--- config.mk ---
export PLATFORM = sky130hd
export DESIGN_NAME = not_not_judge
export DESIGN_NICKNAME = d
export VERILOG_FILES = /design/src/rtl/not_not_judge.sv
export SDC_FILE = /design/constraint.sdc
export NUM_CORES = 1
export LEC_CHECK = 0
export BUFFER_PORTS_ARGS = -buffer_cell sky130_fd_sc_hd__buf_2
export CAP_MARGIN = 5
export CORE_MARGIN = 2
export CORE_UTILIZATION = 61
export DETAILED_ROUTE_END_ITERATION = 10
export PLACE_DENSITY = 0.8
export SLEW_MARGIN = 10
export SYNTH_ARGS = -nofsm -noshare
export SYNTH_HDL_FRONTEND = slang
export SYNTH_SLANG_ARGS = --single-unit
--- constraint.sdc ---
create_clock -name clock -period 3.6 [get_ports clock]
set_input_delay 0.54 -clock clock [delete_from_list [all_inputs] [get_ports clock]]
set_output_delay 0.54 -clock clock [all_outputs]
set_load 0.1 [all_outputs]
--- src/rtl/not_not_judge.sv ---
// Player-side judge for the Not-Not game: requests challenges, captures answers, keeps score and lives.
// Optional feature: define NOT_NOT_SPEEDUP_EN to shorten the round by one second every 4th correct answer.
module not_not_judge #(
   parameter int CLK_HZ        = 50000000,
   parameter int ROUND_SECONDS = 5,
   parameter int START_LIVES   = 3,
   parameter int SHOW_CYCLES   = 25000000,
   parameter int SCORE_W       = 8
) (
   input  logic               clock,
   input  logic               reset,
   input  logic               start,
   input  logic               submit,
   input  logic [3:0]         answer_sw,
   input  logic [3:0]         expected_mask,
   output logic               new_challenge,
   output logic               round_active,
   output logic [3:0]         time_left,
   output logic               result_valid,
   output logic               result_correct,
   output logic [SCORE_W-1:0] score,
   output logic [1:0]         lives,
   output logic               game_over
);

   localparam int PRESC_W = (CLK_HZ > 1) ? $clog2(CLK_HZ) : 1;
   localparam int SHOW_W  = (SHOW_CYCLES > 1) ? $clog2(SHOW_CYCLES) : 1;
   localparam logic [PRESC_W-1:0] PRESC_MAX  = PRESC_W'(CLK_HZ - 1);
   localparam logic [SHOW_W-1:0]  SHOW_MAX   = SHOW_W'(SHOW_CYCLES - 1);
   localparam logic [3:0]         ROUND_LEN  = 4'(ROUND_SECONDS);
   localparam logic [1:0]         LIVES_INIT = 2'(START_LIVES);
   localparam logic [SCORE_W-1:0] SCORE_MAX  = {SCORE_W{1'b1}};
   localparam logic [SCORE_W-1:0] SCORE_ONE  = {{(SCORE_W-1){1'b0}}, 1'b1};

   typedef enum logic [2:0] {
      S_IDLE  = 3'd0,
      S_LOAD  = 3'd1,
      S_LATCH = 3'd2,
      S_WAIT  = 3'd3,
      S_JUDGE = 3'd4,
      S_SHOW  = 3'd5,
      S_OVER  = 3'd6
   } state_t;

   state_t               state_r, state_s;
   logic [PRESC_W-1:0]   presc_r, presc_s;
   logic [SHOW_W-1:0]    show_cnt_r, show_cnt_s;
   logic [3:0]           time_left_r, time_left_s;
   logic [3:0]           exp_r, exp_s;
   logic [3:0]           ans_r, ans_s;
   logic                 correct_r, correct_s;
   logic [SCORE_W-1:0]   score_r, score_s;
   logic [1:0]           lives_r, lives_s;
`ifdef NOT_NOT_SPEEDUP_EN
   logic [3:0]           round_len_r, round_len_s;
`endif

   logic                 start_s1_r, start_s2_r, start_prev_r;
   logic                 submit_s1_r, submit_s2_r, submit_prev_r;
   logic [3:0]           ans_s1_r, ans_s2_r;
   logic                 start_edge_s, submit_edge_s;

   assign start_edge_s  = start_s2_r & ~start_prev_r;
   assign submit_edge_s = submit_s2_r & ~submit_prev_r;

   // Next-state and datapath updates for the game sequence
   always_comb begin
      state_s     = state_r;
      presc_s     = presc_r;
      show_cnt_s  = show_cnt_r;
      time_left_s = time_left_r;
      exp_s       = exp_r;
      ans_s       = ans_r;
      correct_s   = correct_r;
      score_s     = score_r;
      lives_s     = lives_r;
`ifdef NOT_NOT_SPEEDUP_EN
      round_len_s = round_len_r;
`endif
      case (state_r)
         S_IDLE, S_OVER: begin
            if (start_edge_s) begin
               state_s = S_LOAD;
               score_s = {SCORE_W{1'b0}};
               lives_s = LIVES_INIT;
`ifdef NOT_NOT_SPEEDUP_EN
               round_len_s = ROUND_LEN;
`endif
            end else begin
               state_s = state_r;
            end
         end
         S_LOAD: state_s = S_LATCH;
         S_LATCH: begin
            exp_s   = expected_mask;
`ifdef NOT_NOT_SPEEDUP_EN
            time_left_s = round_len_r;
`else
            time_left_s = ROUND_LEN;
`endif
            presc_s = {PRESC_W{1'b0}};
            state_s = S_WAIT;
         end
         S_WAIT: begin
            // A submit edge takes priority over a simultaneous timeout
            if (submit_edge_s) begin
               ans_s   = ans_s2_r;
               state_s = S_JUDGE;
            end else if (presc_r == PRESC_MAX) begin
               presc_s = {PRESC_W{1'b0}};
               if (time_left_r == 4'd1) begin
                  time_left_s = 4'd0;
                  ans_s       = 4'b0000;
                  state_s     = S_JUDGE;
               end else begin
                  time_left_s = time_left_r - 4'd1;
               end
            end else begin
               presc_s = presc_r + {{(PRESC_W-1){1'b0}}, 1'b1};
            end
         end
         S_JUDGE: begin
            if (correct_r) begin
               if (score_r != SCORE_MAX) begin
                  score_s = score_r + SCORE_ONE;
`ifdef NOT_NOT_SPEEDUP_EN
                  if ((score_s[1:0] == 2'b00) && (round_len_r > 4'd1)) begin
                     round_len_s = round_len_r - 4'd1;
                  end else begin
                     round_len_s = round_len_r;
                  end
`endif
               end else begin
                  score_s = score_r;
               end
            end else begin
               lives_s = lives_r - 2'd1;
            end
            show_cnt_s = {SHOW_W{1'b0}};
            state_s    = S_SHOW;
         end
         S_SHOW: begin
            if (show_cnt_r == SHOW_MAX) begin
               state_s = (lives_r == 2'd0) ? S_OVER : S_LOAD;
            end else begin
               show_cnt_s = show_cnt_r + {{(SHOW_W-1){1'b0}}, 1'b1};
            end
         end
         default: state_s = S_IDLE;
      endcase

      if ((state_r == S_WAIT) && (state_s == S_JUDGE)) begin
         correct_s = (ans_s == exp_r);
      end else if (state_s == S_LOAD) begin
         correct_s = 1'b0;
      end else begin
         correct_s = correct_r;
      end
   end

   // State, datapath, synchronizers and registered outputs
   always_ff @(posedge clock or posedge reset) begin
      if (reset) begin
         state_r        <= S_IDLE;
         presc_r        <= {PRESC_W{1'b0}};
         show_cnt_r     <= {SHOW_W{1'b0}};
         time_left_r    <= 4'd0;
         exp_r          <= 4'd0;
         ans_r          <= 4'd0;
         correct_r      <= 1'b0;
         score_r        <= {SCORE_W{1'b0}};
         lives_r        <= LIVES_INIT;
`ifdef NOT_NOT_SPEEDUP_EN
         round_len_r    <= ROUND_LEN;
`endif
         start_s1_r     <= 1'b1;
         start_s2_r     <= 1'b1;
         start_prev_r   <= 1'b1;
         submit_s1_r    <= 1'b1;
         submit_s2_r    <= 1'b1;
         submit_prev_r  <= 1'b1;
         ans_s1_r       <= 4'b1111;
         ans_s2_r       <= 4'b1111;
         new_challenge  <= 1'b0;
         round_active   <= 1'b0;
         result_valid   <= 1'b0;
         game_over      <= 1'b0;
      end else begin
         state_r        <= state_s;
         presc_r        <= presc_s;
         show_cnt_r     <= show_cnt_s;
         time_left_r    <= time_left_s;
         exp_r          <= exp_s;
         ans_r          <= ans_s;
         correct_r      <= correct_s;
         score_r        <= score_s;
         lives_r        <= lives_s;
`ifdef NOT_NOT_SPEEDUP_EN
         round_len_r    <= round_len_s;
`endif
         start_s1_r     <= start;
         start_s2_r     <= start_s1_r;
         start_prev_r   <= start_s2_r;
         submit_s1_r    <= submit;
         submit_s2_r    <= submit_s1_r;
         submit_prev_r  <= submit_s2_r;
         ans_s1_r       <= answer_sw;
         ans_s2_r       <= ans_s1_r;
         new_challenge  <= (state_s == S_LOAD);
         round_active   <= (state_s == S_WAIT);
         result_valid   <= (state_s == S_JUDGE);
         game_over      <= (state_s == S_OVER);
      end
   end

   assign time_left      = time_left_r;
   assign result_correct = correct_r;
   assign score          = score_r;
   assign lives          = lives_r;

endmodule

==> impl_metrics.sql, run 1 <==
INSERT INTO impl_metrics (metric_group, metric, value, unit) VALUES
('run_status', 'outcome', 'finished, final reports clean', ''),
('timing', 'timing.hold.ws', '0.1593', 'ns'),
('synthesis', 'netlist.area_leader.share', '40.16', '%'),
('synthesis', 'adder_cell_fraction_of_synth_area', '1.545', '%'),
('synthesis', 'yosys.area_share.xor_xnor', '7.930', '%'),
('cts', 'cts-root-to-sink-buffers', '2', ''),
('grt', 'wire_length_of_the_first_global_routing_pass', '16.88', 'mm'),
('worst_setup_path', 'critical_path_fanouts_max', '25', ''),
('final_layout', 'finish.net_count', '524', ''),
('timing', 'maxSlewViolCount', '0', ''),
('worst_setup_path', 'start_kind', 'register', ''),
('power', 'power.clock.fraction', '22.8', '%'),
('cts', 'cts_root_buffer', 'sky130_fd_sc_hd__clkbuf_8', ''),
('timing', 'final_period_utilization', '72.62', '%'),
('worst_setup_path', 'r2r.worst_path.cells', '5', ''),
('placement', 'io_buffer_count', '30', ''),
('final_layout', 'layout_common_cells', 'sky130_fd_sc_hd__dfrtp_1, sky130_fd_sc_hd__nor2_1, sky130_fd_sc_hd__xnor2_1', ''),
('timing', 'final-hold-violation-count', '0', ''),
('timing', 'postLayoutSetupSlackWorst', '0.9858', 'ns'),
('synthesis', 'post_synth_and_or_nand_nor_area_fraction', '25.93', '%'),
('cts', 'post_cts_resize_count', '0', ''),
('worst_setup_path', 'worst_r2r_endpoint', 'time_left[0]$_DFFE_PP0P_', ''),
('synthesis', 'yosys.area.top_type', 'sky130_fd_sc_hd__dfrtp_1', ''),
('die', 'initial_utilization', '62.89', '%'),
('synthesis', 'postSynth.asyncResetShare', '100.0', '%'),
('run', 'max_cap_viol_count', '0', ''),
('cts', 'cts_max_level', '3', ''),
('power', 'cellLeakagePower', '2.171', 'nW'),
('worst_setup_path', 'cp_slowest_cell', 'sky130_fd_sc_hd__or4b_1', ''),
('placement', 'placedInstanceArea', '5085', 'sq um'),
('power', 'power.share.combinational', '33.7', '%'),
('worst_setup_path', 'worst-endpoint-required', '3.86', 'ns'),
('die', 'die-width', '93.26', 'um'),
('cts', 'post-cts-setup-buffers', '0', ''),
('die', 'top_level_ports', '31', ''),
('synthesis', 'ys_warn_count', '0', ''),
('synthesis', 'synthesis.nets', '496', ''),
('worst_setup_path', 'rrSetupSlack', '0.99', 'ns'),
('grt', 'grt_remaining_overflow', '0', ''),
('die', 'die_height', '93.26', 'um'),
('synthesis', 'yosys.cell_types.count', '72', ''),
('synthesis', 'synth_sequential_area_ratio', '48.82', '%'),
('synthesis', 'synth.cell_area', '4860', 'sq um'),
('routing', 'routed_wirelength', '9.829', 'mm'),
('power', 'power.sequential.fraction', '43.5', '%'),
('synthesis', 'synth-edff-count', '0', ''),
('worst_setup_path', 'cp_slowest_stage_delay', '0.59', 'ns'),
('worst_setup_path', 'crit-reg2reg-launch', 'presc_r[9]$_DFFE_PP0P_', ''),
('timing', 'finClkSkew', '0.01350', 'ns'),
('power', 'power-per-cell-area', '594.7', 'nW/um^2'),
('timing', 'final-setup-viol-count', '0', ''),
('cts', 'tritoncts', 'done', ''),
('die', 'placement_rows', '32', ''),
('hold_path', 'hold_path.class', 'primary input to async pin', ''),
('final_layout', 'layout.cell_area.non_filler', '5284', 'sq um'),
('die', 'fp.dieArea', '8697', 'sq um'),
('synthesis', 'synthesized_area_fraction_occupied_by_ao_oa_aoi_and_oai_cells', '10.07', '%'),
('synthesis', 'ys_top_cells_by_area', 'sky130_fd_sc_hd__dfrtp_1, sky130_fd_sc_hd__dfstp_2, sky130_fd_sc_hd__xnor2_1, sky130_fd_sc_hd__nor2_1, sky130_fd_sc_hd__nand3_1', ''),
('timing', 'grt_setup_unrepaired', 'no', ''),
('cts', 'cts_clock_pin_slew_for_the_worst_setup_and_hold_paths', '0.10', 'ns'),
('power', 'finalPower', '3.142', 'mW'),
('cts', 'worst_skew_pair_later_pin_latency', '0.36', 'ns'),
('final_layout', 'final-seq-area', '2372', 'sq um'),
('routing', 'remaining_drc_errors', '0', ''),
('placement', 'gp_routability_congestion', '0.9119', ''),
('final_layout', 'synthToLayoutAreaGrowth', '8.728', '%'),
('final_layout', 'layout.cells.non_filler', '613', ''),
('grt', 'grt_antenna_before_repair', '0', ''),
('power', 'vdd_drop_max', '0.2827', 'mV'),
('routing', 'route.detailed.wl_per_inst', '16.03', 'um'),
('cts', 'ctsHoldBuffers', '0', '');
## worst max-delay path by stage
stage                                       start                  endpoint  slack [ns]
after floorplan                             reset        ans_r[0]$_DFF_PP0_        0.64
after global placement    presc_r[18]$_DFFE_PP0P_  time_left[0]$_DFFE_PP0P_        1.06
after detailed placement   presc_r[9]$_DFFE_PP0P_  time_left[0]$_DFFE_PP0P_        0.97
after CTS                  presc_r[9]$_DFFE_PP0P_  time_left[0]$_DFFE_PP0P_        0.99
after global routing       presc_r[9]$_DFFE_PP0P_  time_left[0]$_DFFE_PP0P_        0.76
final                      presc_r[9]$_DFFE_PP0P_  time_left[0]$_DFFE_PP0P_        0.99
## power groups by stage
stage | logic [mW] | registers, mW | clock network [mW]
floorplan | 0.561 | 1.69 | 0
global placement | 1.04 | 1.37 | 0
detailed placement | 1.06 | 1.38 | 0
CTS | 1.06 | 1.37 | 0.733
global route | 1.14 | 1.39 | 0.781
finish | 1.06 | 1.37 | 0.717
## critical path, delay by kind of cell, from the launching register on
| kind | cells | cell delay [ns] |
|---|---|---|
| muxes | 1 | 0.37 |
| and+or+nand+nor | 3 | 1.43 |
| AOI/OAI and AO/OA | 1 | 0.23 |
| DFF | 1 | 0.47 |
## kinds of logic after synthesis
family                   after synthesis
flip-flops                            94
AND/OR/NAND/NOR                      223
AO/OA/AOI/OAI                         64
adder cells (fa/ha/maj)                6
multiplexers                          11
XOR/XNOR                              44
buffers and inverters                 36
## area by class of cell
type | instances | share of cell area [%]
Multi-Input combinational cell | 348 | 44.14
Inverter | 19 | 1.373
Timing Repair Buffer | 34 | 3.410
Clock buffer | 11 | 2.676
Clock inverter | 5 | 1.089
Sequential cell | 94 | 44.90
Tap cell | 102 | 2.415
## registers in the layout (all words and copies together) (netlist names)
name            count
ans_s1_r            4
exp_r               4
state_r             3
ans_r               3
result_correct      1
show_cnt_r         25
new_challenge       1
submit_prev_r       1
start_s2_r          1
lives               2
result_valid        1
game_over           1
ans_s2_r            4
score               8
start_prev_r        1
round_active        1
start_s1_r          1
presc_r            26
time_left           4
submit_s2_r         1
submit_s1_r         1
## cell usage after synthesis, drive strengths merged (3+ instances only)
cell type   n
a211oi      4
a21oi      14
a22o        5
and2        3
and3        3
and4        7
buf        10
clkbuf      7
dfrtp      78
dfstp      16
ha          6
inv        19
mux2        6
mux2i       5
nand2      30
nand2b      8
nand3      30
nand3b      4
nand4      12
nor2       56
nor3       18
nor4       21
o21a        3
o21ai      13
o31ai       3
or3         3
or4         5
or4b        5
xnor2      36
xor2        8
## metal layers
layer / vias to the layer above / track usage, % / share of wire [%]
met5: - / 0 / 0
met4: 0 / 8.456 / 1.5
met3: 13 / 5.238 / 3.2
met2: 70 / 38.85 / 50
met1: 1809 / 32.92 / 46
li1: 1787 / - / -
Note: power is estimated with default switching activity, not from simulation.
==> run 2, diff against run 1 <==
- clock period: 3.6 -> 2.67 ns (I/O delays scaled with it)
==> impl_metrics.sql, run 2 (same netlist as run 1, synthesis figures left out) <==
INSERT INTO impl_metrics (metric_group, metric, value, unit) VALUES
('timing', 'final_period_utilization', '86.26', '%'),
('routing', 'remaining_drc_errors', '0', ''),
('cts', 'cts_clock_pin_slew_for_the_worst_setup_and_hold_paths', '0.11', 'ns'),
('cts', 'cts_max_level', '3', ''),
('final_layout', 'antenna_cells_inserted', '0', ''),
('cts', 'post_cts_resize_count', '0', ''),
('grt', 'grt.total_usage', '25.26', '%'),
('power', 'power.share.combinational', '34.3', '%'),
('routing', 'post_drt_via_cell_ratio', '6.028', ''),
('die', 'placement_rows', '32', ''),
('worst_setup_path', 'kind_of_critical_path', 'register to register', ''),
('worst_setup_path', 'cp_data_arrival_time', '2.58', 'ns'),
('cts', 'cts_root_buffer', 'sky130_fd_sc_hd__clkbuf_8', ''),
('timing', 'timing.hold.ws', '0.1125', 'ns'),
('power', 'power-per-cell-area', '802.4', 'nW/um^2'),
('hold_path', 'hold_path.class', 'primary input to register', ''),
('timing', 'maxSlewHeadroom', '42.55', '%'),
('timing', 'grt_setup_unrepaired', 'no', ''),
('final_layout', 'drive_gt1_share', '19.07', '%'),
('cts', 'numCtsBuffers', '9', ''),
('run', 'max_cap_viol_count', '0', ''),
('routing', 'vias', '3713', ''),
('final_layout', 'layout_common_cells', 'sky130_fd_sc_hd__dfrtp_1, sky130_fd_sc_hd__nor2_1, sky130_fd_sc_hd__xnor2_1', ''),
('timing', 'maxSlewViolCount', '0', ''),
('timing', 'final-setup-viol-count', '0', ''),
('final_layout', 'largest_register', 'presc_r', ''),
('routing', 'drt-pass1-iter-count', '4', ''),
('power', 'finalPower', '4.273', 'mW'),
('timing', 'worst_pin_slew', '0.8599', 'ns'),
('final_layout', 'fill_cells', '565', ''),
('placement', 'place_inst', '600', ''),
('placement', 'gp_routability_congestion', '0.8965', ''),
('timing', 'final-hold-violation-count', '0', ''),
('cts', 'tritoncts_num_sinks', '94', ''),
('power', 'internal_power', '2.428', 'mW'),
('grt', 'wire_length_of_the_first_global_routing_pass', '17.58', 'mm'),
('grt', 'grt_antenna_before_repair', '0', ''),
('worst_setup_path', 'start_kind', 'register', ''),
('final_layout', 'synthToLayoutAreaGrowth', '9.578', '%'),
('routing', 'route.detailed.wl_per_inst', '16.46', 'um'),
('worst_setup_path', 'worst-endpoint-required', '2.94', 'ns'),
('placement', 'io_buffer_count', '30', ''),
('final_layout', 'most_common_cell_after_layout_fill_and_taps_aside', 'sky130_fd_sc_hd__dfrtp_1', ''),
('worst_setup_path', 'end_kind', 'register', ''),
('power', 'power.clock.fraction', '22.3', '%'),
('grt', 'grt_remaining_overflow', '0', ''),
('worst_setup_path', 'critical_path_fanouts_max', '6', ''),
('routing', 'routed_wirelength', '10.14', 'mm'),
('cts', 'ctsHoldBuffers', '0', ''),
('cts', 'cts-root-to-sink-buffers', '2', ''),
('cts', 'post-cts-setup-buffers', '0', ''),
('cts', 'worst_skew_pair_later_pin_latency', '0.37', 'ns'),
('die', 'initial_utilization', '62.89', '%'),
('final_layout', 'largest_reg_flops', '26', ''),
('die', 'die_height', '93.26', 'um'),
('power', 'p_sw', '1.845', 'mW'),
('final_layout', 'final_core_util', '68.91', '%'),
('timing', 'finClkSkew', '0.01579', 'ns'),
('routing', 'drt_iter0_drc', '174', ''),
('grt', 'first_global_vias', '3697', ''),
('timing', 'fin_setup_tns', '0', 'ns'),
('grt', 'pin_count_of_the_biggest_net_entering_global_routing', '40', ''),
('die', 'fp.dieArea', '8697', 'sq um'),
('die', 'top_level_ports', '31', ''),
('placement', 'detailed_place_hpwl', '7.200', 'mm'),
('die', 'fp.coreArea', '7727', 'sq um'),
('power', 'cellLeakagePower', '2.187', 'nW'),
('final_layout', 'finish.net_count', '527', ''),
('power', 'power.sequential.fraction', '43.4', '%'),
('power', 'sw_frac_of_total', '43.19', '%'),
('power', 'vdd_drop_max', '0.3611', 'mV'),
('routing', 'antenna_violating_nets_post_route', '0', ''),
('die', 'die-width', '93.26', 'um'),
('cts', 'tritoncts', 'done', ''),
('timing', 'clock.fmax', '434.2', 'MHz'),
('run_status', 'outcome', 'finished, final reports clean', ''),
('final_layout', 'layout.cells.non_filler', '616', ''),
('timing', 'min_period', '2.303', 'ns');
[run 2: cell types whose count changed in the layout (fill, tap and decap cells not counted)]
cell / previous run / this run
sky130_fd_sc_hd__clkinvlp_4: 0 / 1
sky130_fd_sc_hd__bufinv_16: 1 / 0
sky130_fd_sc_hd__clkbuf_1: 1 / 0
sky130_fd_sc_hd__clkinv_2: 3 / 0
sky130_fd_sc_hd__inv_8: 0 / 2
sky130_fd_sc_hd__clkbuf_8: 10 / 9
sky130_fd_sc_hd__buf_12: 0 / 1
sky130_fd_sc_hd__inv_4: 0 / 1
sky130_fd_sc_hd__clkinv_8: 0 / 2
sky130_fd_sc_hd__buf_4: 4 / 6
[run 2: worst max-delay path, stage by stage (launching register included)]
cell,delay (ns)
sky130_fd_sc_hd__dfrtp_1,0.40
sky130_fd_sc_hd__ha_1,0.23
sky130_fd_sc_hd__nor4bb_1,0.29
sky130_fd_sc_hd__nand4_1,0.26
sky130_fd_sc_hd__nor4_1,0.54
sky130_fd_sc_hd__a21oi_1,0.21
sky130_fd_sc_hd__a32o_1,0.28
[run 2: routing by layer]
layer	wire length (um)	part of all wire, %	global-route usage, %
met5	0	0	0
met4	141	1.4	8.333
met3	264	2.6	4.593
met2	5179	51	42.09
met1	4555	45	33.49
[run 2: final timing paths]
path | start | endpoint | slack, ns | cells after the start
setup / recovery | show_cnt_r[0]$_DFFE_PP0P_ | result_correct$_DFFE_PP0P_ | 0.37 | 6
hold / removal | answer_sw[0] | ans_s1_r[0]$_DFF_PP1_ | 0.11 | 1
setup reg to reg | show_cnt_r[0]$_DFFE_PP0P_ | result_correct$_DFFE_PP0P_ | 0.37 | 6
hold reg to reg | ans_s1_r[0]$_DFF_PP1_ | ans_s2_r[0]$_DFF_PP1_ | 0.36 | 0
max in group asynchronous | reset | ans_s2_r[1]$_DFF_PP1_ | 1.71 | 3
min in group asynchronous | reset | show_cnt_r[3]$_DFFE_PP0P_ | 0.19 | 2
[run 2: cell type report]
| type | instances | area, sq um | share of cell area (%) |
|---|---|---|---|
| Timing Repair Buffer | 37 | 215.2 | 4.041 |
| Clock buffer | 9 | 123.9 | 2.326 |
| Tap cell | 102 | 127.6 | 2.397 |
| Multi-Input combinational cell | 348 | 2332 | 43.80 |
| Clock inverter | 7 | 78.83 | 1.480 |
| Inverter | 19 | 75.07 | 1.410 |
| Sequential cell | 94 | 2372 | 44.55 |
[run 2: power groups by stage]
stage	logic, mW	clock network [mW]	registers (mW)
after floorplan	0.757	0	2.27
after global placement	1.42	0	1.87
after detailed placement	1.46	0	1.88
after CTS	1.47	0.975	1.85
after global routing	1.57	1.03	1.88
final	1.47	0.953	1.85
[run 2: metrics by stage]
step / instance area (sq um) / setup slack [ns]
after global placement: 5122 / 0.3707
final: 5325 / 0.3669
after detailed placement: 5122 / 0.3242
after CTS: 5325 / 0.3316
after floorplan: 4863 / 0.2303
after global routing: 5325 / 0.06919
